--- src/rtl/store_v.sv ---
// DRAM write-back stage for the STORE opcode: pulls packed tiles from the result
// buffer and writes their elements one byte per beat to consecutive DRAM addresses.
module store_v #(
   parameter int DATA_WIDTH = 8,
   parameter int TILE_WIDTH = 256,
   parameter int ADDR_WIDTH = 24,
   parameter int LEN_WIDTH  = 10
) (
   input  logic                  clk,
   input  logic                  rst,
   input  logic                  valid_in,
   input  logic [ADDR_WIDTH-1:0] dram_addr,
   input  logic [LEN_WIDTH-1:0]  length,
   output logic                  busy,
   output logic                  tile_req,
   input  logic                  tile_valid,
   input  logic [TILE_WIDTH-1:0] tile_in,
   output logic                  mem_we,
   output logic [ADDR_WIDTH-1:0] mem_addr,
   output logic [DATA_WIDTH-1:0] mem_wdata,
   input  logic                  mem_ready,
   output logic                  valid_out
);

   localparam int TILE_ELEMS = TILE_WIDTH / DATA_WIDTH;
   localparam int IDX_W      = $clog2(TILE_ELEMS);
   localparam int CNT_W      = LEN_WIDTH + 1;

   typedef enum logic [1:0] {S_IDLE, S_FETCH, S_WRITE, S_DONE} state_t;

   state_t                  state_q;
   logic [ADDR_WIDTH-1:0]   addr_q;
   logic [LEN_WIDTH-1:0]    len_q;
   logic [CNT_W-1:0]        elem_cnt_q;
   logic [IDX_W-1:0]        tile_idx_q;
   logic [TILE_WIDTH-1:0]   tile_q;
   logic                    busy_q, tile_req_q, mem_we_q, valid_out_q;
   logic [ADDR_WIDTH-1:0]   mem_addr_q;
   logic [DATA_WIDTH-1:0]   mem_wdata_q;

   logic [CNT_W-1:0]        elem_d;
   logic [IDX_W-1:0]        idx_d;
   logic                    last_elem, tile_end;

   assign elem_d    = elem_cnt_q + CNT_W'(1);
   assign idx_d     = tile_idx_q + IDX_W'(1);
   assign last_elem = (elem_d == CNT_W'(len_q));
   assign tile_end  = (tile_idx_q == IDX_W'(TILE_ELEMS - 1));

   // Outputs are precomputed one transition ahead so every port comes straight from a flop.
   always_ff @(posedge clk or posedge rst) begin
      if (rst) begin
         state_q     <= S_IDLE;
         addr_q      <= '0;
         len_q       <= '0;
         elem_cnt_q  <= '0;
         tile_idx_q  <= '0;
         tile_q      <= '0;
         busy_q      <= 1'b0;
         tile_req_q  <= 1'b0;
         mem_we_q    <= 1'b0;
         valid_out_q <= 1'b0;
         mem_addr_q  <= '0;
         mem_wdata_q <= '0;
      end else begin
         case (state_q)
            S_IDLE: begin
               if (valid_in) begin
                  addr_q     <= dram_addr;
                  len_q      <= length;
                  elem_cnt_q <= '0;
                  tile_idx_q <= '0;
                  busy_q     <= 1'b1;
                  if (length == '0) begin
                     state_q     <= S_DONE;
                     valid_out_q <= 1'b1;
                  end else begin
                     state_q    <= S_FETCH;
                     tile_req_q <= 1'b1;
                  end
               end
            end
            S_FETCH: begin
               if (tile_valid) begin
                  tile_q      <= tile_in;
                  tile_idx_q  <= '0;
                  tile_req_q  <= 1'b0;
                  mem_we_q    <= 1'b1;
                  mem_addr_q  <= addr_q + ADDR_WIDTH'(elem_cnt_q);
                  mem_wdata_q <= tile_in[DATA_WIDTH-1:0];
                  state_q     <= S_WRITE;
               end
            end
            S_WRITE: begin
               if (mem_ready) begin
                  elem_cnt_q <= elem_d;
                  tile_idx_q <= idx_d;
                  if (last_elem) begin
                     mem_we_q    <= 1'b0;
                     valid_out_q <= 1'b1;
                     state_q     <= S_DONE;
                  end else if (tile_end) begin
                     mem_we_q   <= 1'b0;
                     tile_req_q <= 1'b1;
                     state_q    <= S_FETCH;
                  end else begin
                     mem_addr_q  <= addr_q + ADDR_WIDTH'(elem_d);
                     mem_wdata_q <= tile_q[DATA_WIDTH*int'(idx_d) +: DATA_WIDTH];
                  end
               end
            end
            S_DONE: begin
               valid_out_q <= 1'b0;
               busy_q      <= 1'b0;
               state_q     <= S_IDLE;
            end
            default: state_q <= S_IDLE;
         endcase
      end
   end

   assign busy      = busy_q;
   assign tile_req  = tile_req_q;
   assign mem_we    = mem_we_q;
   assign mem_addr  = mem_addr_q;
   assign mem_wdata = mem_wdata_q;
   assign valid_out = valid_out_q;

endmodule

--- config.mk ---
export PLATFORM = sky130hd
export DESIGN_NAME = store_v
export DESIGN_NICKNAME = d
export VERILOG_FILES = /design/src/rtl/store_v.sv
export SDC_FILE = /design/constraint.sdc
export NUM_CORES = 1
export LEC_CHECK = 0
export CAP_MARGIN = 20
export CORE_MARGIN = 5
export CORE_UTILIZATION = 55
export DETAILED_ROUTE_END_ITERATION = 12
export PLACE_DENSITY = 0.86
export SLEW_MARGIN = 40
export SYNTH_ARGS = -nofsm -noshare
export SYNTH_HDL_FRONTEND = slang
export SYNTH_SLANG_ARGS = --single-unit
--- constraint.sdc ---
create_clock -name clk -period 16.55 [get_ports clk]
set_input_delay 2.4825 -clock clk [delete_from_list [all_inputs] [get_ports clk]]
set_output_delay 2.4825 -clock clk [all_outputs]
set_load 0.01 [all_outputs]
After elaboration in Yosys (flattened, before gate mapping)
Index checks and enable logic that the tools add are counted. W data, S select, Z words.

Output and inout port bits: 36. Bits of input ports: 295. Register bits after elaboration: 344.

Equal/unequal tests: 15. Muxes and demuxes: 43. Add/subtract/negate cells: 4. Reduce and logical (&&, ||, !) cells: 17. Shifts and indexed selects: 1.

Operator list (count): $shiftx A256 B9 Y8 (1); $mux W24 (4); $add A24 B11 Y24 (2); $pmux W24 S2 (1); $mux W8 (4); $mux W11 (2); $pmux W11 S2 (1); $ne A2 B2 Y1 const B (9); $pmux W8 S2 (1); $mux W1 (15); $mux W5 (3); $pmux W5 S3 (1); $mux W2 (6); $reduce_and A4 Y1 (3); $add A11 B1 Y11 const B (1); $eq A11 B10 Y1 (1); $logic_not A10 Y1 (1); $reduce_and A5 Y1 (2); $pmux W2 S4 (1); $reduce_and A7 Y1 (1); $pmux W1 S3 (2); $reduce_and A2 Y1 (3); $reduce_bool A2 Y1 (3); $reduce_bool A3 Y1 (2); 8 further kinds (10).

Depth between registers and ports, before layout
Depth in word-level cells: 6. Gate-level depth with buffers: 17. Gate-level depth less buffers: 15.

Least setup slack after synthesis
OpenSTA, ideal clock, no wires.

Kind: input -> register. From: in valid_in. To: reg addr_q[0]. Setup slack: 12704 ps. Stages on the path: 4. Data arrival time: 3722 ps. Cell sequence: nand2_1 > nor2_1 > clkbuf_1 > mux2_2.

Longest elaborated chain between the ends: 1.

RTL lines: from (decl) (line 11) `input logic valid_in,`; $reduce_and A2 Y1 (no line); to (signal assigned) (line 69) `addr_q <= dram_addr;`; to (decl) (line 32) `logic [ADDR_WIDTH-1:0] addr_q;`.

Every way passes these cells. A chain may end at the register's enable or synchronous reset.

Final worst setup path
From: reg state_q[1]. To: reg mem_addr_q[12] (netlist: mem_addr[12]).

Longest elaborated chain between the ends: 3. Elaborated cells between the ends (all ways): 9. Those cells by class: eq/ne: 6; mux: 1; reduce/logical: 2.

RTL lines: from (decl) (line 31) `state_t state_q;`; from (signal assigned) (line 53) `state_q <= S_IDLE;`; from (signal assigned) (line 75) `state_q <= S_DONE;`; from (signal assigned) (line 78) `state_q <= S_FETCH;`; $eq A2 B2 Y1 / $eq A2 B1 Y1 (equally long branches) (line 66) `case (state_q)`; $ne A2 B2 Y1 (no line) / $reduce_bool A2 Y1 (equally long branches); $reduce_and A5 Y1 (no line); to (signal assigned) (line 89) `mem_addr_q <= addr_q + ADDR_WIDTH'(elem_cnt_q);`; to (signal assigned) (line 107) `mem_addr_q <= addr_q + ADDR_WIDTH'(elem_d);`; to (decl) (line 38) `logic [ADDR_WIDTH-1:0] mem_addr_q;`.

Several ways; a longest one is shown, not always the timed one.

==> flow_summary.ini <==
[place]
hpwlAfterDp_um = 31300
place_congestion = 0.886
portBuffers = 330

[clocking]
tritoncts.num_buffers = 37
clk_latency_ns = 0.53
cts_resized = 0
clock-sinks = 344
postCtsHoldBufs = 0
clockBufferDepth = 3
cts-root-buf = clkbuf_16
cts_max_level = 2
post-cts-setup-buffer-count = 0
path_clk_slew_ns = 0.06
cts_tree = done

[yosys]
ys_ff_latch = 344
synthCells = 1123
synthTopCellsByCount = dfrtp_1, mux2_2, mux4_2, nand2_1
synth_top_cell_by_area = dfrtp_1
synth-async-reset-ratio_pct = 100
yosysWarnings = 0
synthesis.nets = 1435
yosysTopAreaCellShare_pct = 52.4
seq_area_frac_synth_pct = 52.4
synth_cell_types = 57
yosysMostFrequentCell = dfrtp_1
syn_avg_cell_area_um2 = 14.6
synth_edf_count = 0
synth_area_mm2 = 0.0164
ys_top_cells_by_area = dfrtp_1, mux2_2, mux4_2
ys.flop_type = dfrtp_1

[setup_path]
cp-end-kind = register
critPathMaxFanout = 24
criticalPathCategory = reg -> reg
startpoint_type = register
arrival_ns = 5.46
required_ns = 16.94

[global_route]
grt_max_degree = 123
overflow = 0
grt_antenna_before_repair = 14
grt_pass1_vias = 11900
grt_pass1_wl_um = 66300
grt_usage_pct = 25.5

[min_path]
min_path_type = reg -> reg

[timing]
setup_viol = 0
hold_viol = 0
min_period_over_period_pct = 30.6
max_freq_ghz = 0.197
finalSetupTns_ns = 0
rsz0062_at_grt = no
period_needed_ns = 5.07
finalMaxSlewViolations = 0
finClkSkew_ns = 0.0293
slew_headroom_pct = 45.9
worst_pin_slew_ns = 0.811

[power_and_ir_drop]
internal-power_mw = 2.73
power.share.clock_pct = 20.7
vdd_ir_drop_max_mv = 0.112
combPwrFrac_pct = 40.8
powerDensity_mw_per_mm2 = 185
power.share.sequential_pct = 38.5
leakage_nw = 8.80
net-switching-power_mw = 1.23
swShare_pct = 31.1

[die]
dieArea_mm2 = 0.0334
die_h_um = 183
io_pins = 331
die_x_um = 183
core_area_mm2 = 0.0296
rows = 63
start_util_pct = 55.6

[route]
routedWlPerCell_um = 23.1
ant_nets = 0
drc = 0
wirelength_um = 43000
drt_first_iter_violations = 695
vias_per_cell = 5.79
dr_total_vias = 10800
dr.pass1.iters = 5

[cells_and_area]
drive_gt1_share_pct = 33.2
finalNetCount = 1751
utilization_pct = 72.2
area_growth_pct = 30.0
final.fill_count = 1885

[run_status]
status = complete, no violations

[flow_run]
maxCapViolCount = 0
-- stage by stage --
stage                     setup WS, ns  instances  hold slack (ns)  total power [mW]  cell area, um^2
final                            11.48       1862            0.502              3.95            21400
after global routing             11.11       1862            0.516              4.16            21400
after global placement           10.68       1789            0.483              3.05            20100
after detailed placement         10.91       1790            0.488              3.13            20100
after floorplan                   4.53       1123            0.474              2.62            16400
after CTS                        11.42       1856            0.502              3.98            21300
-- layer usage --
layer  wire, um  vias to the layer above  global-route usage [%]
met5        108                        -                       0
met1      16900                     5481                    33.5
met3       3130                       91                    5.77
met2      21400                      407                    42.3
li1           -                     4795                       -
met4       1480                       16                    9.06
-- registers in the layout, summed over array words and instances (netlist names), 2 cells and up --
name        flops
addr_q         24
elem_cnt_q     11
len_q          10
mem_addr       24
mem_wdata       8
state_q         2
tile_idx_q      5
tile_q        256
-- placed cells by master, fill, tap and decap left out, types with 6 or more instances in the layout --
cell type	instances
xnor2_1	26
mux2_4	29
clkinv_2	7
diode_2	6
clkdlybuf4s50_1	330
dfrtp_1	343
inv_1	16
mux2i_1	11
o21ai_0	38
mux4_2	80
and3_1	12
clkbuf_1	6
mux2_2	290
ha_1	15
clkbuf_16	38
xor2_1	9
nand3_1	12
clkbuf_8	9
a21oi_1	12
nor2_1	26
nand2_1	55
buf_6	6
nor3_1	6
-- final cells by class --
cell class	count	area, um^2	share of cell area, %
Sequential cell	344	8610	40.3
Multi-Input combinational cell	697	7510	35.2
Timing Repair Buffer	342	3430	16.1
Clock buffer	53	1100	5.14
Tap cell	390	488	2.29
Clock inverter	13	124	0.580
Inverter	17	76.3	0.357
Antenna cell	6	15.0	0.0703
-- power by group through the flow --
stage          combinational [mW]  clock [mW]  sequential [mW]
2_1_floorplan                1.18           0             1.44
3_3_place_gp                 1.56           0             1.48
3_5_place_dp                 1.62           0             1.52
4_1_cts                      1.63       0.832             1.52
5_1_grt                      1.73       0.865             1.57
6_report                     1.61       0.818             1.52
-- final timing paths --
| path | slack, ns | to | startpoint | cells after the start |
|---|---|---|---|---|
| hold reg to reg | 0.50 | tile_q[248] | tile_q[248] | 1 |
| max in group asynchronous | 12.33 | tile_q[135] | rst | 4 |
| setup / recovery | 11.48 | mem_addr[12] | state_q[1] | 14 |
| hold / removal | 0.50 | tile_q[248] | tile_q[248] | 1 |
| min in group asynchronous | 2.47 | tile_q[19] | rst | 2 |
| setup reg to reg | 11.48 | mem_addr[12] | state_q[1] | 14 |
-- worst max-delay path, cell delays in order, from the launching register on --
cell and delay (ns):
dfrtp_1 0.83, nand2_1 0.65, inv_1 0.53, ha_1 0.34, inv_1 0.07, ha_1 0.16, inv_1 0.05, fa_1 0.40
nor2b_1 0.21, o31a_1 0.24, o211ai_1 0.15, a21boi_0 0.65, o21ai_0 0.22, xnor2_1 0.18, mux2_4 0.27
-- cells by family (layout without fill, tap and decap cells) --
family / Yosys count / count (layout) / share of synthesized area [%]
multiplexers: 410 / 410 / 34.2
flip-flops: 344 / 344 / 52.4
AND/OR/NAND/NOR: 137 / 137 / 3.93
AO/OA/AOI/OAI: 96 / 96 / 4.02
buffers and inverters: 82 / 425 / 2.19
XOR/XNOR: 37 / 37 / 1.97
adder cells (fa/ha/maj): 17 / 17 / 1.34
other: 0 / 6 / 0
Power figures use the tool's default switching activity.
